<file path="src/rtl/spi_pkg.sv">
// Shared types and SPI mode helpers for the SPI slave.
package spi_pkg;

    typedef enum logic [1:0] {
        IDLE,
        LOAD,
        SHIFT
    } spi_state_e;

    function automatic logic lead_is_sample(input int cpha);
        return (cpha == 0);
    endfunction

    function automatic logic idle_level(input int cpol);
        return (cpol != 0);
    endfunction

endpackage

</file>
<file path="src/rtl/spi_sync_edge.sv">
// Multi-flop synchronizer for an asynchronous pin, with one-cycle rise/fall pulses
// derived from the synchronized level.
module spi_sync_edge #(
    parameter int   SYNC_STAGES = 2,
    parameter logic RST_VAL     = 1'b0
) (
    input  logic clk,
    input  logic rst,
    input  logic d,
    output logic q,
    output logic rise,
    output logic fall
);

    logic [SYNC_STAGES-1:0] chain_reg;
    logic [SYNC_STAGES-1:0] chain_next;
    logic                   prev_reg;

    genvar gi;
    generate
        for (gi = 0; gi < SYNC_STAGES; gi++) begin : g_chain
            if (gi == 0) begin : g_first
                assign chain_next[gi] = d;
            end else begin : g_rest
                assign chain_next[gi] = chain_reg[gi-1];
            end
        end
    endgenerate

    always_ff @(posedge clk) begin
        if (rst) begin
            chain_reg <= {SYNC_STAGES{RST_VAL}};
            prev_reg  <= RST_VAL;
        end else begin
            chain_reg <= chain_next;
            prev_reg  <= q;
        end
    end

    assign q    = chain_reg[SYNC_STAGES-1];
    assign rise = q & ~prev_reg;
    assign fall = ~q & prev_reg;

endmodule

</file>
<file path="src/rtl/spi_slave.sv">
// Oversampling SPI slave: MSB-first full-duplex frames, one-entry tx holding
// register, rx valid pulse, underrun and partial-frame error pulses.
module spi_slave
    import spi_pkg::*;
#(
    parameter int CPOL        = 0,
    parameter int CPHA        = 0,
    parameter int F_SIZE      = 8,
    parameter int SYNC_STAGES = 2,
    parameter int C_SIZE      = $clog2(F_SIZE)
) (
    input  logic              clk,
    input  logic              rst,
    input  logic [F_SIZE-1:0] tx_data_i,
    input  logic              tx_valid_i,
    output logic              tx_ready_o,
    output logic [F_SIZE-1:0] rx_data_o,
    output logic              rx_valid_o,
    output logic              tx_underrun_o,
    output logic              frame_err_o,
    output logic              busy_o,
    input  logic              SCLK,
    input  logic              CS,
    input  logic              MOSI,
    output logic              MISO
);

    localparam logic              IDLE_LVL    = idle_level(CPOL);
    localparam logic              LEAD_SAMPLE = lead_is_sample(CPHA);
    localparam logic [C_SIZE-1:0] CNT_TOP     = C_SIZE'(F_SIZE - 1);

    logic sclk_q, sclk_rise, sclk_fall;
    logic cs_q, cs_rise, cs_fall;

    spi_sync_edge #(.SYNC_STAGES(SYNC_STAGES), .RST_VAL(IDLE_LVL)) u_sclk_sync (
        .clk(clk), .rst(rst), .d(SCLK), .q(sclk_q), .rise(sclk_rise), .fall(sclk_fall)
    );

    spi_sync_edge #(.SYNC_STAGES(SYNC_STAGES), .RST_VAL(1'b1)) u_cs_sync (
        .clk(clk), .rst(rst), .d(CS), .q(cs_q), .rise(cs_rise), .fall(cs_fall)
    );

    // MOSI needs no edge detection, only the same latency as SCLK.
    logic [SYNC_STAGES-1:0] mosi_sync_reg;
    logic [SYNC_STAGES-1:0] mosi_sync_next;
    logic                   mosi_s;

    genvar gi;
    generate
        for (gi = 0; gi < SYNC_STAGES; gi++) begin : g_mosi
            if (gi == 0) begin : g_first
                assign mosi_sync_next[gi] = MOSI;
            end else begin : g_rest
                assign mosi_sync_next[gi] = mosi_sync_reg[gi-1];
            end
        end
    endgenerate

    assign mosi_s = mosi_sync_reg[SYNC_STAGES-1];

    // After an edge the synchronized level tells which way it went.
    logic sclk_edge, lead_edge, trail_edge, sample_ok, drive_ok;
    assign sclk_edge  = sclk_rise | sclk_fall;
    assign lead_edge  = sclk_edge & (sclk_q != IDLE_LVL);
    assign trail_edge = sclk_edge & (sclk_q == IDLE_LVL);
    assign sample_ok  = (LEAD_SAMPLE ? lead_edge : trail_edge) & ~cs_rise;
    assign drive_ok   = (LEAD_SAMPLE ? trail_edge : lead_edge) & ~cs_rise;

    spi_state_e        state_reg;
    logic [C_SIZE-1:0] bit_cnt_reg;
    logic [F_SIZE-1:0] tx_shift_reg, rx_shift_reg, rx_shift_next, hold_reg, rx_data_reg;
    logic              tx_ready_reg, rx_valid_reg, underrun_reg, frame_err_reg, busy_reg, miso_reg;

    always_comb begin
        rx_shift_next              = rx_shift_reg;
        rx_shift_next[bit_cnt_reg] = mosi_s;
    end

    always_ff @(posedge clk) begin
        if (rst) begin
            mosi_sync_reg <= '0;
            state_reg     <= IDLE;
            bit_cnt_reg   <= CNT_TOP;
            tx_shift_reg  <= '0;
            rx_shift_reg  <= '0;
            hold_reg      <= '0;
            rx_data_reg   <= '0;
            tx_ready_reg  <= 1'b1;
            rx_valid_reg  <= 1'b0;
            underrun_reg  <= 1'b0;
            frame_err_reg <= 1'b0;
            busy_reg      <= 1'b0;
            miso_reg      <= 1'b0;
        end else begin
            mosi_sync_reg <= mosi_sync_next;
            rx_valid_reg  <= 1'b0;
            underrun_reg  <= 1'b0;
            frame_err_reg <= 1'b0;
            busy_reg      <= ~cs_q;

            // A write is only possible while empty, so it never collides with a LOAD consume.
            if (tx_valid_i && tx_ready_reg) begin
                hold_reg     <= tx_data_i;
                tx_ready_reg <= 1'b0;
            end

            case (state_reg)
                IDLE: begin
                    miso_reg    <= 1'b0;
                    bit_cnt_reg <= CNT_TOP;
                    if (cs_fall) state_reg <= LOAD;
                end
                LOAD: begin
                    if (!tx_ready_reg) begin
                        tx_shift_reg <= hold_reg;
                        tx_ready_reg <= 1'b1;
                        if (!LEAD_SAMPLE) miso_reg <= miso_reg;
                        else              miso_reg <= hold_reg[F_SIZE-1];
                    end else begin
                        tx_shift_reg <= '0;
                        underrun_reg <= 1'b1;
                        if (LEAD_SAMPLE) miso_reg <= 1'b0;
                    end
                    state_reg <= SHIFT;
                end
                SHIFT: begin
                    if (drive_ok) miso_reg <= tx_shift_reg[bit_cnt_reg];
                    if (sample_ok) begin
                        rx_shift_reg <= rx_shift_next;
                        if (bit_cnt_reg == '0) begin
                            rx_data_reg  <= rx_shift_next;
                            rx_valid_reg <= 1'b1;
                            bit_cnt_reg  <= CNT_TOP;
                            state_reg    <= LOAD;
                        end else begin
                            bit_cnt_reg <= bit_cnt_reg - 1'b1;
                        end
                    end
                end
                default: state_reg <= IDLE;
            endcase

            // CS release overrides everything the state logic decided this cycle.
            if (cs_rise) begin
                state_reg    <= IDLE;
                miso_reg     <= 1'b0;
                bit_cnt_reg  <= CNT_TOP;
                rx_shift_reg <= '0;
                if (bit_cnt_reg != CNT_TOP) frame_err_reg <= 1'b1;
            end
        end
    end

    assign tx_ready_o    = tx_ready_reg;
    assign rx_data_o     = rx_data_reg;
    assign rx_valid_o    = rx_valid_reg;
    assign tx_underrun_o = underrun_reg;
    assign frame_err_o   = frame_err_reg;
    assign busy_o        = busy_reg;
    assign MISO          = miso_reg;

endmodule

</file>
<file path="config.mk">
export PLATFORM = sky130hd
export DESIGN_NAME = spi_slave
export DESIGN_NICKNAME = d
export VERILOG_FILES = /design/src/rtl/spi_pkg.sv /design/src/rtl/spi_sync_edge.sv /design/src/rtl/spi_slave.sv
export SDC_FILE = /design/constraint.sdc
export NUM_CORES = 1
export LEC_CHECK = 0
export ABC_AREA = 1
export CAP_MARGIN = 10
export CORE_ASPECT_RATIO = 1.2
export CORE_MARGIN = 8
export CORE_UTILIZATION = 53
export DETAILED_ROUTE_END_ITERATION = 10
export PLACE_DENSITY = 0.85
export SLEW_MARGIN = 0
export SYNTH_ARGS = -nofsm -noshare
export SYNTH_HDL_FRONTEND = slang
export SYNTH_SLANG_ARGS = --single-unit
</file>
<file path="constraint.sdc">
create_clock -name clk -period 1.7 [get_ports clk]
set_clock_uncertainty 0.2 [all_clocks]
set_input_delay 0.17 -clock clk [delete_from_list [all_inputs] [get_ports clk]]
set_output_delay 0.17 -clock clk [all_outputs]
set_load 0.01 [all_outputs]
</file>
==> qor.yml, run 1 <==
powerDensity_nw_per_um2: 1035
hold_class: "input pin to flip-flop"
synth.avg_cell_area_um2: 7.411
max_freq_ghz: 0.6156
cp_top_family: "buffers and inverters"
antenna-diode-count: 0
synth_area_um2: 2112
ios: 28
route.vias.total: 1860
dpl_cell_area_um2: 2511
synth.yosys.seq_area_share_pct: 48.34
cp_max_fo: 4
ant_nets: 0
drtPass1Iterations: 4
drt_iter0_drc: 100
power.static_leakage_nw: 1.094
wl_per_cell_um: 12.20
vias_per_cell: 4.908
cts_htree_levels: 2
drc: 0
cts_setup_buffers: 0
ys_top_cells_by_area: "dfxtp_1, nand2_1, a21oi_1"
gp_congestion: 0.8379
io_buffers: 27
areaGrowthSynthToFinish_pct: 24.41
hold_violations: 0
fin_crit_sh_pct: 95.55
finalNetCount: 347
synth_area_leader_cell: "dfxtp_1"
grtUsageTotal_pct: 15.43
rsz0062_at_grt: "no"
post-route-min-period_ns: 1.624
cp-start-kind: "flip-flop"
arrival_ns: 1.25
rows: 25
setup_viol: 0
rrSetupSlack_ns: 0.12
design_area_um2: 2628
cts-root-buf: "clkbuf_8"
cpPeakStageDelay_ns: 0.56
slew_headroom_pct: 82.04
grt_pass1_wl_mm: 7.762
endpoint_kind: "primary output"
wirelength_mm: 4.624
core-area_um2: 3879
grt_max_degree: 22
worstSkewPairLatency_ns: 0.29
path_cells: "clkdlybuf4s50_1"
grt_overflow_total: 0
place_hpwl_mm: 3.409
cap_viol_max_count: 0
cts.sinks: 51
instances_no_fill: 379
ys_ff_latch: 51
syn-num-nets: 307
grt_pass1_vias: 1801
antenna_found_initial: 0
cts_tree: "done"
die_x_um: 73.63
cp_slowest_cell: "clkdlybuf4s50_1"
criticalPathCategory: "flip-flop to primary output"
initial_utilization_pct: 54.45
ys_warn_count: 0
crit_buf_inv: 1
cts_buffers: 5
yosysUniqueCellTypes: 22
required_ns: 1.33
synth_top_area_share_pct: 48.34
status: "complete, no violations"
dieArea_um2: 6269
dp_cells: 372
worstMarginPinSlew_ns: 0.2684
drive_gt1_share_pct: 11.38
fin_tns_setup_ns: 0
irDropWorstVdd_uv: 675.4
slew_viol_final: 0
cts_max_path_buffers: 2
synthCells: 285
die_y_um: 85.15
clkTransAtPathRegs_ns: 0.08
==> path summary, 6_finish.rpt <==
path	startpoint	cells past startpoint	endpoint
max	tx_ready_o	1	tx_ready_o
min	MOSI	3	mosi_sync_reg[0]
max reg2reg	state_reg[1]	6	bit_cnt_reg[2]
min reg2reg	mosi_sync_reg[0]	2	mosi_sync_reg[1]
==> stage by stage <==
step | utilization (%) | hold WS [ns] | setup slack [ns] | power, mW
2_1_floorplan | - | 0.07035 | 0.1347 | 1.694
3_3_place_gp | 64.74 | 0.1914 | 0.09567 | 1.879
3_5_place_dp | 64.74 | 0.1975 | 0.03941 | 1.902
4_1_cts | 67.45 | 0.1794 | 0.01781 | 2.697
5_1_grt | 67.74 | 0.1786 | 0.02331 | 2.860
6_report | 67.74 | 0.1861 | 0.07561 | 2.720
==> timing repair <==
item	CTS	global route
endpoints found under the setup margin	8	11
hold buffers	0	0
gates cloned	0	0
gates resized for setup	1	4
==> kinds of logic (layout without fill, tap and decap cells) <==
family | count (synthesis) | after routing | share of synthesized area (%)
DFF | 51 | 51 | 48.34
buffers and inverters | 36 | 76 | 6.516
and+or+nand+nor | 135 | 135 | 27.01
adders and majority gates | 8 | 8 | 4.740
AOI/OAI and AO/OA | 55 | 55 | 13.39
==> power by group <==
part | leakage (nW) | switching, mW | internal, mW
Sequential | 0.416 | 0.0441 | 1.26
Clock | 0.0513 | 0.371 | 0.432
Combinational | 0.626 | 0.374 | 0.237
Total | 1.09 | 0.789 | 1.93
==> layout make-up <==
type	count	area, um^2
clock buffer	6	72.57
clock inverter	1	30.03
fill	354	1251
inverter	31	116.4
multi-input combinational	198	965.9
sequential	51	1022
tap	54	67.56
timing repair buffer	38	352.8
==> placed cells by master, fill, tap and decap left out, drive strengths merged <==
cell	n
nor3	2
or2	2
clkinv	1
dfxtp	51
nand2	87
ha	8
o21bai	1
a21oi	27
buf	11
clkdlybuf4s50	27
clkbuf	6
nand3	6
a211oi	2
inv	30
bufinv	1
o21ai	25
nor2	38
==> synthesized netlist by cell type <==
| cell type | n |
|---|---|
| nor2_2 | 3 |
| nand3_1 | 4 |
| dfxtp_1 | 51 |
| o21bai_1 | 1 |
| o21ai_1 | 8 |
| clkbuf_1 | 3 |
| nor2_8 | 1 |
| inv_2 | 7 |
| buf_2 | 2 |
| nand2_1 | 86 |
| o21ai_0 | 17 |
| nor3_1 | 2 |
| nand3_2 | 2 |
| ha_1 | 8 |
| nand2_4 | 1 |
| clkinv_1 | 1 |
| a211oi_1 | 2 |
| nor2_1 | 33 |
| or2_2 | 2 |
| a21oi_1 | 27 |
| nor2_4 | 1 |
| inv_1 | 23 |
==> per-layer routing <==
metal / part of all wire [%] / track usage, % / wire length (um)
met3: 4.3 / 4.009 / 198
met5: 0 / 0 / 0
met4: 1.4 / 5.647 / 63
met1: 40 / 16.02 / 1860
met2: 54 / 28.27 / 2501
No activity file was read; power rests on OpenSTA's default activity.
==> run 2, diff against run 1 <==
CTS_CLUSTER_SIZE = 24   (was unset)
==> results of run 2 <==
No change in the layout: final DEF, timing and power equal those of run 1.
